## src/rtl/memory_lsu.sv

```systemverilog
`default_nettype none
// ============================================================================
// Module   : memory_lsu
// Purpose  : Load/store stage after the execute ALU. Issues data-memory
//            transactions over req/gnt + rvld, aligns and extends load data,
//            and emits one registered writeback beat per instruction.
// Revision : 1.0 - initial release
// ============================================================================
module memory_lsu #(
   parameter int         XLEN      = 32,
   parameter logic [6:0] OP_LOAD   = 7'b0000011,
   parameter logic [6:0] OP_STORE  = 7'b0100011,
   parameter logic [6:0] OP_BRANCH = 7'b1100011
) (
   input  logic            clk,
   input  logic            rst_n,
   input  logic            ex_vld,
   output logic            ex_rdy,
   input  logic [6:0]      ex_opcode,
   input  logic [2:0]      ex_funct3,
   input  logic [XLEN-1:0] ex_alu_y,
   input  logic [XLEN-1:0] ex_rs2,
   input  logic [4:0]      ex_rd,
   output logic            mem_req,
   output logic            mem_we,
   output logic [XLEN-1:0] mem_addr,
   output logic [3:0]      mem_be,
   output logic [XLEN-1:0] mem_wdata,
   input  logic            mem_gnt,
   input  logic            mem_rvld,
   input  logic [XLEN-1:0] mem_rdata,
   output logic            wb_vld,
   output logic            wb_we,
   output logic [4:0]      wb_rd,
   output logic [XLEN-1:0] wb_data,
   output logic            lsu_err
);

   typedef enum logic [1:0] {
      IDLE = 2'd0,
      REQ  = 2'd1,
      RESP = 2'd2
   } state_t;

   state_t            state_q, state_d;
   logic              mem_req_q, mem_req_d;
   logic              mem_we_q, mem_we_d;
   logic [XLEN-1:0]   mem_addr_q, mem_addr_d;
   logic [3:0]        mem_be_q, mem_be_d;
   logic [XLEN-1:0]   mem_wdata_q, mem_wdata_d;
   logic              wb_vld_q, wb_vld_d;
   logic              wb_we_q, wb_we_d;
   logic [4:0]        wb_rd_q, wb_rd_d;
   logic [XLEN-1:0]   wb_data_q, wb_data_d;
   logic              lsu_err_q, lsu_err_d;
   // Load context kept across the transaction for formatting the response
   logic [2:0]        ld_f3_q, ld_f3_d;
   logic [1:0]        ld_off_q, ld_off_d;
   logic [4:0]        rd_q, rd_d;

   logic              is_load, is_store, f3_bad, misaligned;
   logic [1:0]        a;
   logic [7:0]        ld_byte;
   logic [15:0]       ld_half;
   logic [XLEN-1:0]   ld_fmt;

   // Decode memory-op legality of the presented instruction
   always_comb begin
      a          = ex_alu_y[1:0];
      is_load    = (ex_opcode == OP_LOAD);
      is_store   = (ex_opcode == OP_STORE);
      f3_bad     = is_load ? ((ex_funct3 == 3'd3) || (ex_funct3 == 3'd6) || (ex_funct3 == 3'd7))
                           : (ex_funct3 > 3'd2);
      misaligned = 1'b0;
      case (ex_funct3[1:0])
         2'd1:    misaligned = a[0];
         2'd2:    misaligned = (a != 2'd0);
         default: misaligned = 1'b0;
      endcase
   end

   // Extract and extend the addressed lane of the returned load word
   always_comb begin
      ld_byte = mem_rdata[{ld_off_q, 3'b000} +: 8];
      ld_half = ld_off_q[1] ? mem_rdata[31:16] : mem_rdata[15:0];
      case (ld_f3_q)
         3'd0:    ld_fmt = {{24{ld_byte[7]}}, ld_byte};
         3'd4:    ld_fmt = {24'd0, ld_byte};
         3'd1:    ld_fmt = {{16{ld_half[15]}}, ld_half};
         3'd5:    ld_fmt = {16'd0, ld_half};
         default: ld_fmt = mem_rdata;
      endcase
   end

   // Next-state and next-output computation for the IDLE/REQ/RESP sequencer
   always_comb begin
      state_d     = state_q;
      mem_req_d   = mem_req_q;
      mem_we_d    = mem_we_q;
      mem_addr_d  = mem_addr_q;
      mem_be_d    = mem_be_q;
      mem_wdata_d = mem_wdata_q;
      wb_vld_d    = 1'b0;
      wb_we_d     = 1'b0;
      wb_rd_d     = wb_rd_q;
      wb_data_d   = wb_data_q;
      lsu_err_d   = 1'b0;
      ld_f3_d     = ld_f3_q;
      ld_off_d    = ld_off_q;
      rd_d        = rd_q;
      case (state_q)
         IDLE: begin
            if (ex_vld) begin
               if (!(is_load || is_store)) begin
                  wb_vld_d  = 1'b1;
                  wb_data_d = ex_alu_y;
                  wb_rd_d   = ex_rd;
                  wb_we_d   = (ex_opcode != OP_BRANCH) && (ex_rd != 5'd0);
               end else if (f3_bad || misaligned) begin
                  // Retire without touching memory and flag the fault
                  wb_vld_d  = 1'b1;
                  wb_rd_d   = ex_rd;
                  wb_data_d = ex_alu_y;
                  lsu_err_d = 1'b1;
               end else begin
                  state_d    = REQ;
                  mem_req_d  = 1'b1;
                  mem_we_d   = is_store;
                  mem_addr_d = {ex_alu_y[XLEN-1:2], 2'b00};
                  ld_f3_d    = ex_funct3;
                  ld_off_d   = a;
                  rd_d       = ex_rd;
                  if (is_store) begin
                     case (ex_funct3[1:0])
                        2'd0: begin
                           mem_be_d    = 4'b0001 << a;
                           mem_wdata_d = {4{ex_rs2[7:0]}};
                        end
                        2'd1: begin
                           mem_be_d    = a[1] ? 4'b1100 : 4'b0011;
                           mem_wdata_d = {2{ex_rs2[15:0]}};
                        end
                        default: begin
                           mem_be_d    = 4'hF;
                           mem_wdata_d = ex_rs2;
                        end
                     endcase
                  end else begin
                     mem_be_d    = 4'hF;
                     mem_wdata_d = '0;
                  end
               end
            end
         end
         REQ: begin
            if (mem_gnt) begin
               mem_req_d = 1'b0;
               if (mem_we_q) begin
                  wb_vld_d = 1'b1;
                  wb_rd_d  = rd_q;
                  state_d  = IDLE;
               end else begin
                  state_d  = RESP;
               end
            end
         end
         RESP: begin
            if (mem_rvld) begin
               wb_vld_d  = 1'b1;
               wb_data_d = ld_fmt;
               wb_rd_d   = rd_q;
               wb_we_d   = (rd_q != 5'd0);
               state_d   = IDLE;
            end
         end
         default: state_d = IDLE;
      endcase
   end

   // State and output registers; reset abandons any transaction in flight
   always_ff @(posedge clk or negedge rst_n) begin
      if (!rst_n) begin
         state_q     <= IDLE;
         mem_req_q   <= 1'b0;
         mem_we_q    <= 1'b0;
         mem_addr_q  <= '0;
         mem_be_q    <= '0;
         mem_wdata_q <= '0;
         wb_vld_q    <= 1'b0;
         wb_we_q     <= 1'b0;
         wb_rd_q     <= '0;
         wb_data_q   <= '0;
         lsu_err_q   <= 1'b0;
         ld_f3_q     <= '0;
         ld_off_q    <= '0;
         rd_q        <= '0;
      end else begin
         state_q     <= state_d;
         mem_req_q   <= mem_req_d;
         mem_we_q    <= mem_we_d;
         mem_addr_q  <= mem_addr_d;
         mem_be_q    <= mem_be_d;
         mem_wdata_q <= mem_wdata_d;
         wb_vld_q    <= wb_vld_d;
         wb_we_q     <= wb_we_d;
         wb_rd_q     <= wb_rd_d;
         wb_data_q   <= wb_data_d;
         lsu_err_q   <= lsu_err_d;
         ld_f3_q     <= ld_f3_d;
         ld_off_q    <= ld_off_d;
         rd_q        <= rd_d;
      end
   end

   assign ex_rdy    = (state_q == IDLE);
   assign mem_req   = mem_req_q;
   assign mem_we    = mem_we_q;
   assign mem_addr  = mem_addr_q;
   assign mem_be    = mem_be_q;
   assign mem_wdata = mem_wdata_q;
   assign wb_vld    = wb_vld_q;
   assign wb_we     = wb_we_q;
   assign wb_rd     = wb_rd_q;
   assign wb_data   = wb_data_q;
   assign lsu_err   = lsu_err_q;

endmodule
`default_nettype wire

```

## config.mk

```make
export PLATFORM = sky130hd
export DESIGN_NAME = memory_lsu
export DESIGN_NICKNAME = d
export VERILOG_FILES = /design/src/rtl/memory_lsu.sv
export SDC_FILE = /design/constraint.sdc
export NUM_CORES = 1
export LEC_CHECK = 0
export CELL_PAD_IN_SITES_DETAIL_PLACEMENT = 2
export CELL_PAD_IN_SITES_GLOBAL_PLACEMENT = 2
export CORE_ASPECT_RATIO = 1.5
export CORE_MARGIN = 2
export CORE_UTILIZATION = 39
export CTS_CLUSTER_DIAMETER = 40
export CTS_CLUSTER_SIZE = 14
export DETAILED_ROUTE_END_ITERATION = 10
export DONT_BUFFER_PORTS = 1
export HOLD_SLACK_MARGIN = 0.05
export PLACE_DENSITY = 0.9
export SYNTH_ARGS = -nofsm -noshare
export SYNTH_HDL_FRONTEND = slang
export SYNTH_SLANG_ARGS = --single-unit
```

## constraint.sdc

```tcl
create_clock -name clk -period 2.4 [get_ports clk]
set_clock_uncertainty 0.1 [all_clocks]
set_input_delay 0.36 -clock clk [delete_from_list [all_inputs] [get_ports clk]]
set_output_delay 0.36 -clock clk [all_outputs]
set_load 0.005 [all_outputs]
```

Yosys cells after proc, flatten, opt, wreduce, memory -nomap -nowiden

Cells that the tools add are included.

Output and inout bits: 111
Bits of input ports: 116
Flip-flop bits (word level): 120

Bitwise logic cells: 1
Shift operators: 2
Equal/unequal tests: 20
Reductions and logical operators: 19
$lt $le $gt $ge: 1
Mux-type cells: 47

Operators by type and width:

| kind                                           | number |
|---|---|
| two-way mux 32 bit                             | 5 |
| one-hot mux 32 bit (2 select lines)            | 2 |
| one-hot mux 32 bit (4 select lines)            | 1 |
| indexed part select 32 x 6 -> 8 bit            | 1 |
| two-way mux 5 bit                              | 6 |
| two-way mux 1 bit                              | 17 |
| two-way mux 16 bit                             | 1 |
| one-hot mux 5 bit (3 select lines)             | 1 |
| == test 3 bit (second input constant)          | 4 |
| two-way mux 2 bit                              | 6 |
| != test 2 bit (second input constant)          | 5 |
| AND reduction 5 bit                            | 2 |
| nonzero test 5 bit                             | 2 |
| two-way mux 4 bit                              | 2 |
| one-hot mux 4 bit (2 select lines)             | 1 |
| AND reduction 4 bit                            | 2 |
| == test 7 x 2 -> 1 bit (second input constant) | 1 |
| == test 7 x 6 -> 1 bit (second input constant) | 1 |
| != test 7 bit (second input constant)          | 1 |
| one-hot mux 1 bit (2 select lines)             | 3 |
| one-hot mux 2 bit (3 select lines)             | 1 |
| AND reduction 6 bit                            | 1 |
| nonzero test 2 bit                             | 3 |
| == test 2 x 1 -> 1 bit (second input constant) | 2 |
| other kinds (14)                               | 19 |

Logic depth before layout (Yosys ltp)

Gate-level depths: netlist of the first run.

Word-level depth: 9
Depth in mapped cells: 10
Depth with buffers taken out: 7

Least setup slack after synthesis of the first run

OpenSTA, ideal clock, no wires.

Path kind: input port to flip-flop
Start: input port ex_funct3[0]
End: register mem_addr_q[10] (netlist: mem_addr[10])
Setup time: 0.125 ns
Path buffers: 2
Arrival time: 2.074 ns
Setup slack: 0.101 ns
Cell stages on the path: 9
Path through: inv_1 > ha_1 > o211a_1 > a31oi_2 > nand4_4 > or2_1 > buf_2 > buf_6 > mux2_4

Word-level cells in the longest chain between the ends: 7

Ends and longest elaborated chain:

| what                                                                                           | RTL line | RTL |
|---|---|---|
| from (decl)                                                                                    | 20       | `input logic [2:0] ex_funct3,` |
| parallel branches: the longest is 4 deep, another holds greater-than comparator 3 x 2 -> 1 bit | --       |  |
| logical OR 1 bit *                                                                             | 119      | `end else if (f3_bad \|\| misaligned) begin` |
| inverter 1 bit (no source line) *                                                              | --       |  |
| AND reduction 4 bit (no source line) *                                                         | --       |  |
| to (signal assigned)                                                                           | 201      | `mem_addr_q <= mem_addr_d;` |
| to (decl)                                                                                      | 48       | `logic [XLEN-1:0] mem_addr_q, mem_addr_d;` |

Every way passes the cells marked *.
A chain may end at the register's enable or synchronous reset.

Final worst setup path of the first run

Start: register state_q[0]
End: register wb_data_q[5] (netlist: wb_data[5])

Word-level cells in the longest chain between the ends: 3

Ends and longest elaborated chain:

| what                                                         | RTL line | RTL |
|---|---|---|
| from (decl)                                                  | 45       | `state_t state_q, state_d;` |
| from (signal assigned)                                       | 198      | `state_q <= state_d;` |
| == test 2 bit or zero test 2 bit (tied branches)             | 111      | `case (state_q)` |
| != test 2 bit (no source line), or another cell as far along | --       |  |
| AND reduction 4 bit (no source line)                         | --       |  |
| to (signal assigned)                                         | 207      | `wb_data_q <= wb_data_d;` |
| to (decl)                                                    | 54       | `logic [XLEN-1:0] wb_data_q, wb_data_d;` |

Several ways; a longest one is shown, not always the timed one.

==> results of run 1 <==
-- state kept, by name, summed over array words and instances, names as in the netlist --
name	flops
ld_f3_q	3
ld_off_q	2
lsu_err	1
mem_addr	30
mem_be	4
mem_req	1
mem_wdata	32
mem_we	1
rd_q	5
state_q	2
wb_data	32
wb_rd	5
wb_vld	1
wb_we	1
-- routing by layer --
metal | vias up | track usage
met4 | 0 | 0.1635
li1 | 2144 | -
met1 | 2536 | 0.2881
met2 | 242 | 0.5230
met3 | 84 | 0.06590
met5 | - | 0
-- worst reg2reg max path, cell delays in order, from the launching register on --
cell and delay (ns):
dfrtp_1 0.40, inv_1 0.11, ha_1 0.30, buf_4 0.23, and2_1 0.18, a31oi_2 0.37, o22ai_1 0.19, a21oi_1 0.22
mux2_2 0.21
-- power breakdown --
part,internal (mW),switching [mW],leakage (nW),total (mW)
Combinational,1.25,1.21,1.65,2.46
Sequential,2.48,0.423,1.59,2.90
Clock,1.89,0.988,0.315,2.88
-- final timing paths --
check	startpoint	end	slack [ns]	cells after the start
min in group clk	ex_rs2[2]	mem_wdata[18]$_DFFE_PN0P_	0.05	2
max in group asynchronous	rst_n	mem_addr[16]$_DFFE_PN0P_	2.41	0
min reg2reg	mem_wdata[17]$_DFFE_PN0P_	mem_wdata[17]$_DFFE_PN0P_	0.42	1
min	rst_n	mem_addr[27]$_DFFE_PN0P_	-0.46	0
max	state_q[0]$_DFFE_PN0P_	wb_data[5]$_DFFE_PN0P_	0.02	8
max reg2reg	state_q[0]$_DFFE_PN0P_	wb_data[5]$_DFFE_PN0P_	0.02	8
-- area by class of cell --
class	count	area (µm²)
Fill cell	1483	7765
Multi-Input combinational cell	365	3029
Sequential cell	120	3003
Timing Repair Buffer	91	882.1
Clock buffer	19	452.9
Tap cell	203	254.0
Clock inverter	12	197.7
Inverter	11	41.29
-- synth_stat cells (4+ instances only) --
master,count,area [µm²]
o22ai_1,14,87.58
a22o_1,8,70.07
mux2_2,62,698.2
dfrtp_1,120,3003
nor2b_1,4,25.02
ha_1,9,112.6
nand2_1,23,86.33
a21oi_1,20,100.1
mux2i_1,9,90.09
a221o_1,16,160.2
o2bb2ai_1,9,78.83
nand3_1,6,30.03
clkbuf_1,25,93.84
buf_6,5,56.30
nor3_1,5,25.02
a22oi_1,9,67.56
a31o_2,5,43.79
o31ai_1,17,127.6
o21ai_0,50,250.2
buf_2,7,35.03
inv_1,10,37.54
nor2_1,25,93.84
mux2_4,32,480.5
-- timing repair --
action / CTS / global route
endpoints found under the hold margin: 179 / 120
endpoints found under the setup margin: 17 / 44
pin swaps: 1 / 1
gates resized for setup: 1 / 6
setup buffers: 1 / 0
-- cell families (layout without fill, tap and decap cells) --
family / after synthesis / count (layout) / synth area share
AOI/OAI and AO/OA: 169 / 169 / 0.1881
buffers and inverters: 52 / 133 / 0.03987
adders and majority gates: 9 / 9 / 0.01803
DFF: 120 / 120 / 0.4809
and+or+nand+nor: 81 / 81 / 0.06572
other: 1 / 2 / 0.0006005
muxes: 104 / 104 / 0.2068
-- metrics by stage --
step	area (µm²)	cells
final	7860	821
after global routing	7860	821
after CTS	7840	821
after detailed placement	6583	731
after global placement	6583	731
after floorplan	6248	537
==> flow_summary_export.csv, run 1 <==
group,metric,value,unit
outcome,outcome,"finished with violations",
outcome,violations,"negative hold slack",
place,dpl_worst_slack,-0.1682,ns
die,die_w,107.3,µm
grt,grt_first_pass_wirelength,36730,µm
yosys,async_flop_share,1.000,
routing,met1_length,8081,µm
worst_setup_path,cp_slowest_cell,"dfrtp_1",
die,die_h,159.0,µm
power,power_density,1049,nW/µm²
yosys,syn_area_per_cell,11.65,µm²
clock_tree,cts.sinks,120,
die,core_region_area,15630,µm²
timing,finalCritPeriodShare,0.9909,
clock_tree,cts_tree,"yes",
worst_setup_path,cp_max_fo,12,
die,rows,56,
worst_setup_path,crit_arrival,2.62,ns
yosys,synth_edf_count,0,
yosys,ys_seq_area_frac,0.4809,
worst_setup_path,path_cells,"inv_1 > ha_1 > buf_4 > and2_1 > a31oi_2 > o22ai_1 > a21oi_1 > mux2_2",
timing,finalSetupViolCount,0,
power,power,8.244,mW
worst_setup_path,path_delay_family,"compound AO/OA/AOI/OAI gates",
grt,grt_usage,0.2852,
finish,final_layout_size_suffix_gt1_frac,0.2896,
finish,syn_to_final_growth,25.87,%
routing,wl_per_cell,29.53,µm
timing,timing.final.ws_setup,0.02172,ns
grt,grt_pass1_vias,5976,
grt,grt-ovfl-total,0,
finish,n_antenna_cell,0,
grt,grt_antenna_before_repair,0,
finish,final_cell_mix,"dfrtp_1 (120), mux2_2 (62), dlygate4sd3_1 (58)",
place,post-dp-hpwl,16420,µm
timing,tightest_slew,0.5412,ns
clock_tree,htreeDepth,4,
worst_setup_path,slowest_delay,0.40,ns
power,p_leak,3.551,nW
routing,drc,0,
place,place.gp.congestion,0.8314,
worst_setup_path,crit_type,"reg -> reg",
routing,vias,5006,
grt,grt_max_degree,121,
timing,holdWs,-0.4603,ns
job,maxCapViolCount,0,
worst_setup_path,cp.required,2.64,ns
clock_tree,clk_latency,0.41,ns
routing,wl_met2,13190,µm
timing,max_freq,420.5,MHz
finish,final_nets,731,
routing,routed_wl,24240,µm
clock_tree,cts.clk_slew.worst_paths,0.06,ns
clock_tree,clockBufferDepth,2,
routing,viasPerCell,6.097,
die,initial_core_util,0.3997,
worst_setup_path,startpoint_type,"register",
die,die-area,17060,µm²
yosys,ys_ff_latch,120,
routing,drt-initial-drc-count,224,
routing,routed-wl-met3,1573,µm
routing,postRouteAntennaNets,0,
finish,final_common_cell,"dfrtp_1",
routing,highest_layer,"met4",
timing,layout_min_cycle_time,2.378,ns
power,vdd_drop_max,0.4832,mV
worst_setup_path,endpoint_kind,"register",
place,port_buffers,0,
timing,hold_violations,120,
yosys,ys_warn_count,0,
min_path,worstHoldPathType,"in -> async",
clock_tree,cts-root-buf,"clkbuf_16",
yosys,ys.flop_type,"dfrtp_1",
timing,final.setup.tns,0,ns
timing,slew_violations,0,
yosys,synthCells,536,
clock_tree,cts_buffers,17,
timing,rsz0062_at_grt,"no",
yosys,synth_cell_types,57,
die,io_pins,227,
timing,maxSlewHeadroom,0.6384,
yosys,syn_area,6245,µm²
routing,drt_first_pass_iters,5,
worst_setup_path,path_buf_inv,2,
finish,fin_util,0.5030,
clock_tree,hold_buffers,58,
Note: power is estimated with default switching activity, not from simulation.
==> run 2, diff against run 1 <==
SLEW_MARGIN = 20   (was default)
==> results of run 2 <==
Same layout as run 1: the final DEF is identical, and so are final timing and power.
==> run 3, diff against run 2 <==
MAX_ROUTING_LAYER = met4   (was default)
==> run 3 against run 2 <==
Die area stayed put; clock power hardly changed; largest power group unchanged; sequential share of layout area stayed put; core utilization stayed put; combinational power hardly changed; the flow still finishes with violations (negative hold slack); critical endpoint unchanged; register-to-register slack better by 0.02 ns.
==> flow_summary_export.csv, run 3 (synthesized netlist as in run 1, its figures left out) <==
group,metric,value,unit
grt,grt_antenna_before_repair,0,
timing,finalCritPeriodShare,0.9846,
finish,fin_util,0.5030,
grt,grt_usage,0.2938,
place,post-dp-hpwl,16420,µm
grt,grt_max_degree,121,
die,die-area,17060,µm²
die,die_h,159.0,µm
routing,wl_per_cell,29.60,µm
routing,drc,0,
worst_setup_path,r2r_slack,0.04,ns
worst_setup_path,crit_arrival,2.60,ns
routing,routed_wl,24300,µm
worst_setup_path,crit_end,"wb_data[5]$_DFFE_PN0P_",
die,die_w,107.3,µm
grt,grt_pass1_vias,5974,
worst_setup_path,rr_worst_depth,8,
finish,final_nets,731,
finish,n_antenna_cell,0,
worst_setup_path,endpoint_kind,"register",
worst_setup_path,cp.required,2.64,ns
clock_tree,cts_tree,"yes",
clock_tree,hold_buffers,58,
finish,final_common_cell,"dfrtp_1",
routing,viasPerCell,6.106,
clock_tree,clockBufferDepth,2,
clock_tree,cts_buffers,17,
job,maxCapViolCount,0,
worst_setup_path,startpoint_type,"register",
place,place.gp.congestion,0.8441,
worst_setup_path,r2r-end,"wb_data[5]$_DFFE_PN0P_",
timing,maxSlewHeadroom,0.6435,
worst_setup_path,cp_max_fo,12,
min_path,worstHoldPathType,"in -> async",
clock_tree,cts-root-buf,"clkbuf_16",
finish,syn_to_final_growth,25.87,%
timing,slew_violations,0,
timing,layout_min_cycle_time,2.363,ns
power,vdd_drop_max,0.4819,mV
timing,rsz0062_at_grt,"no",
timing,holdWs,-0.4581,ns
die,core_region_area,15630,µm²
power,power_density,1047,nW/µm²
clock_tree,clk_latency,0.40,ns
power,p_leak,3.551,nW
timing,max_freq,423.2,MHz
die,initial_core_util,0.3997,
worst_setup_path,r2r_start,"state_q[0]$_DFFE_PN0P_",
timing,tightest_slew,0.5337,ns
grt,grt_first_pass_wirelength,36790,µm
timing,hold_violations,120,
die,io_pins,227,
timing,finalSetupViolCount,0,
grt,grt-ovfl-total,0,
clock_tree,cts.sinks,120,
finish,final_layout_size_suffix_gt1_frac,0.2896,
worst_setup_path,cp-startpoint,"state_q[0]$_DFFE_PN0P_",
routing,drt_first_pass_iters,4,
worst_setup_path,path_cells,"inv_1 > ha_1 > buf_4 > and2_1 > a31oi_2 > o22ai_1 > a21oi_1 > mux2_2",
outcome,violations,"negative hold slack",
finish,final_cell_mix,"dfrtp_1 (120), mux2_2 (62), dlygate4sd3_1 (58)",
worst_setup_path,crit_type,"reg -> reg",
routing,postRouteAntennaNets,0,
worst_setup_path,slowest_delay,0.41,ns
clock_tree,htreeDepth,4,
worst_setup_path,cp_slowest_cell,"dfrtp_1",
clock_tree,cts.clk_slew.worst_paths,0.06,ns
routing,vias,5013,
die,rows,56,
routing,drt-initial-drc-count,222,
outcome,outcome,"finished with violations",
place,port_buffers,0,
==> run 3: cell counts in the layout (fill, tap and decap cells not counted) <==
Identical to the previous run, type by type.
==> run 3: routing by layer <==
layer  GRT usage  part of all wire
met2      0.5207              0.54
met5           -                 0
met1      0.2899              0.34
met4      0.1682             0.057
met3     0.06386             0.064
==> run 3: area by class of cell <==
type                    count  area (µm²)
fillers                  1483        7765
multi-input cells         365        3029
flip-flops and latches    120        3003
repair buffers             91       882.1
clock buffers              19       452.9
well taps                 203       254.0
clock inverters            12       197.7
inverters                  11       41.29
==> run 3: through the flow <==
stage / power (mW) / setup TNS [ns] / worst slack (ns) / instance area (µm²) / std cells
floorplan: 4.404 / 0 / 0.1006 / 6248 / 537
global placement: 4.928 / 0 / 0.08330 / 6583 / 731
detailed placement: 5.192 / -3.353 / -0.1682 / 6583 / 731
CTS: 8.211 / 0 / 0.004583 / 7840 / 821
global route: 8.587 / 0 / 0.004043 / 7860 / 821
finish: 8.230 / 0 / 0.03704 / 7860 / 821
==> run 3: worst max-delay path, delay by kind of cell, from the launching register on <==
kind            cells  cell delay (ns)
compound gates      3             0.76
fa+ha+maj           1             0.30
buf+inv             2             0.34
flops               1             0.41
mux                 1             0.21
simple gates        1             0.18
==> run 3: power breakdown <==
group	internal [mW]	switching [mW]
logic	1.25	1.21
clock network	1.89	0.978
registers	2.48	0.420
total	5.63	2.60
==> run 3: worst min-delay path by stage <==
stage           from                  endpoint  slack [ns]  cells past startpoint
3_5_place_dp   rst_n  mem_addr[27]$_DFFE_PN0P_       -0.03                      0
5_1_grt        rst_n  mem_addr[27]$_DFFE_PN0P_       -0.48                      0
3_3_place_gp   rst_n  mem_addr[26]$_DFFE_PN0P_       -0.03                      0
2_1_floorplan  rst_n    ld_f3_q[0]$_DFFE_PN0P_       -0.04                      0
4_1_cts        rst_n  mem_addr[27]$_DFFE_PN0P_       -0.48                      0
6_report       rst_n  mem_addr[27]$_DFFE_PN0P_       -0.46                      0
==> run 3: repair_timing <==
| action | 4_1_cts | 5_1_grt |
|---|---|---|
| endpoints found under the setup margin | 17 | 45 |
| buffers inserted | 1 | 0 |
| endpoints found under the hold margin | 179 | 120 |
| pin swaps | 1 | 1 |
| gates resized for setup | 1 | 6 |
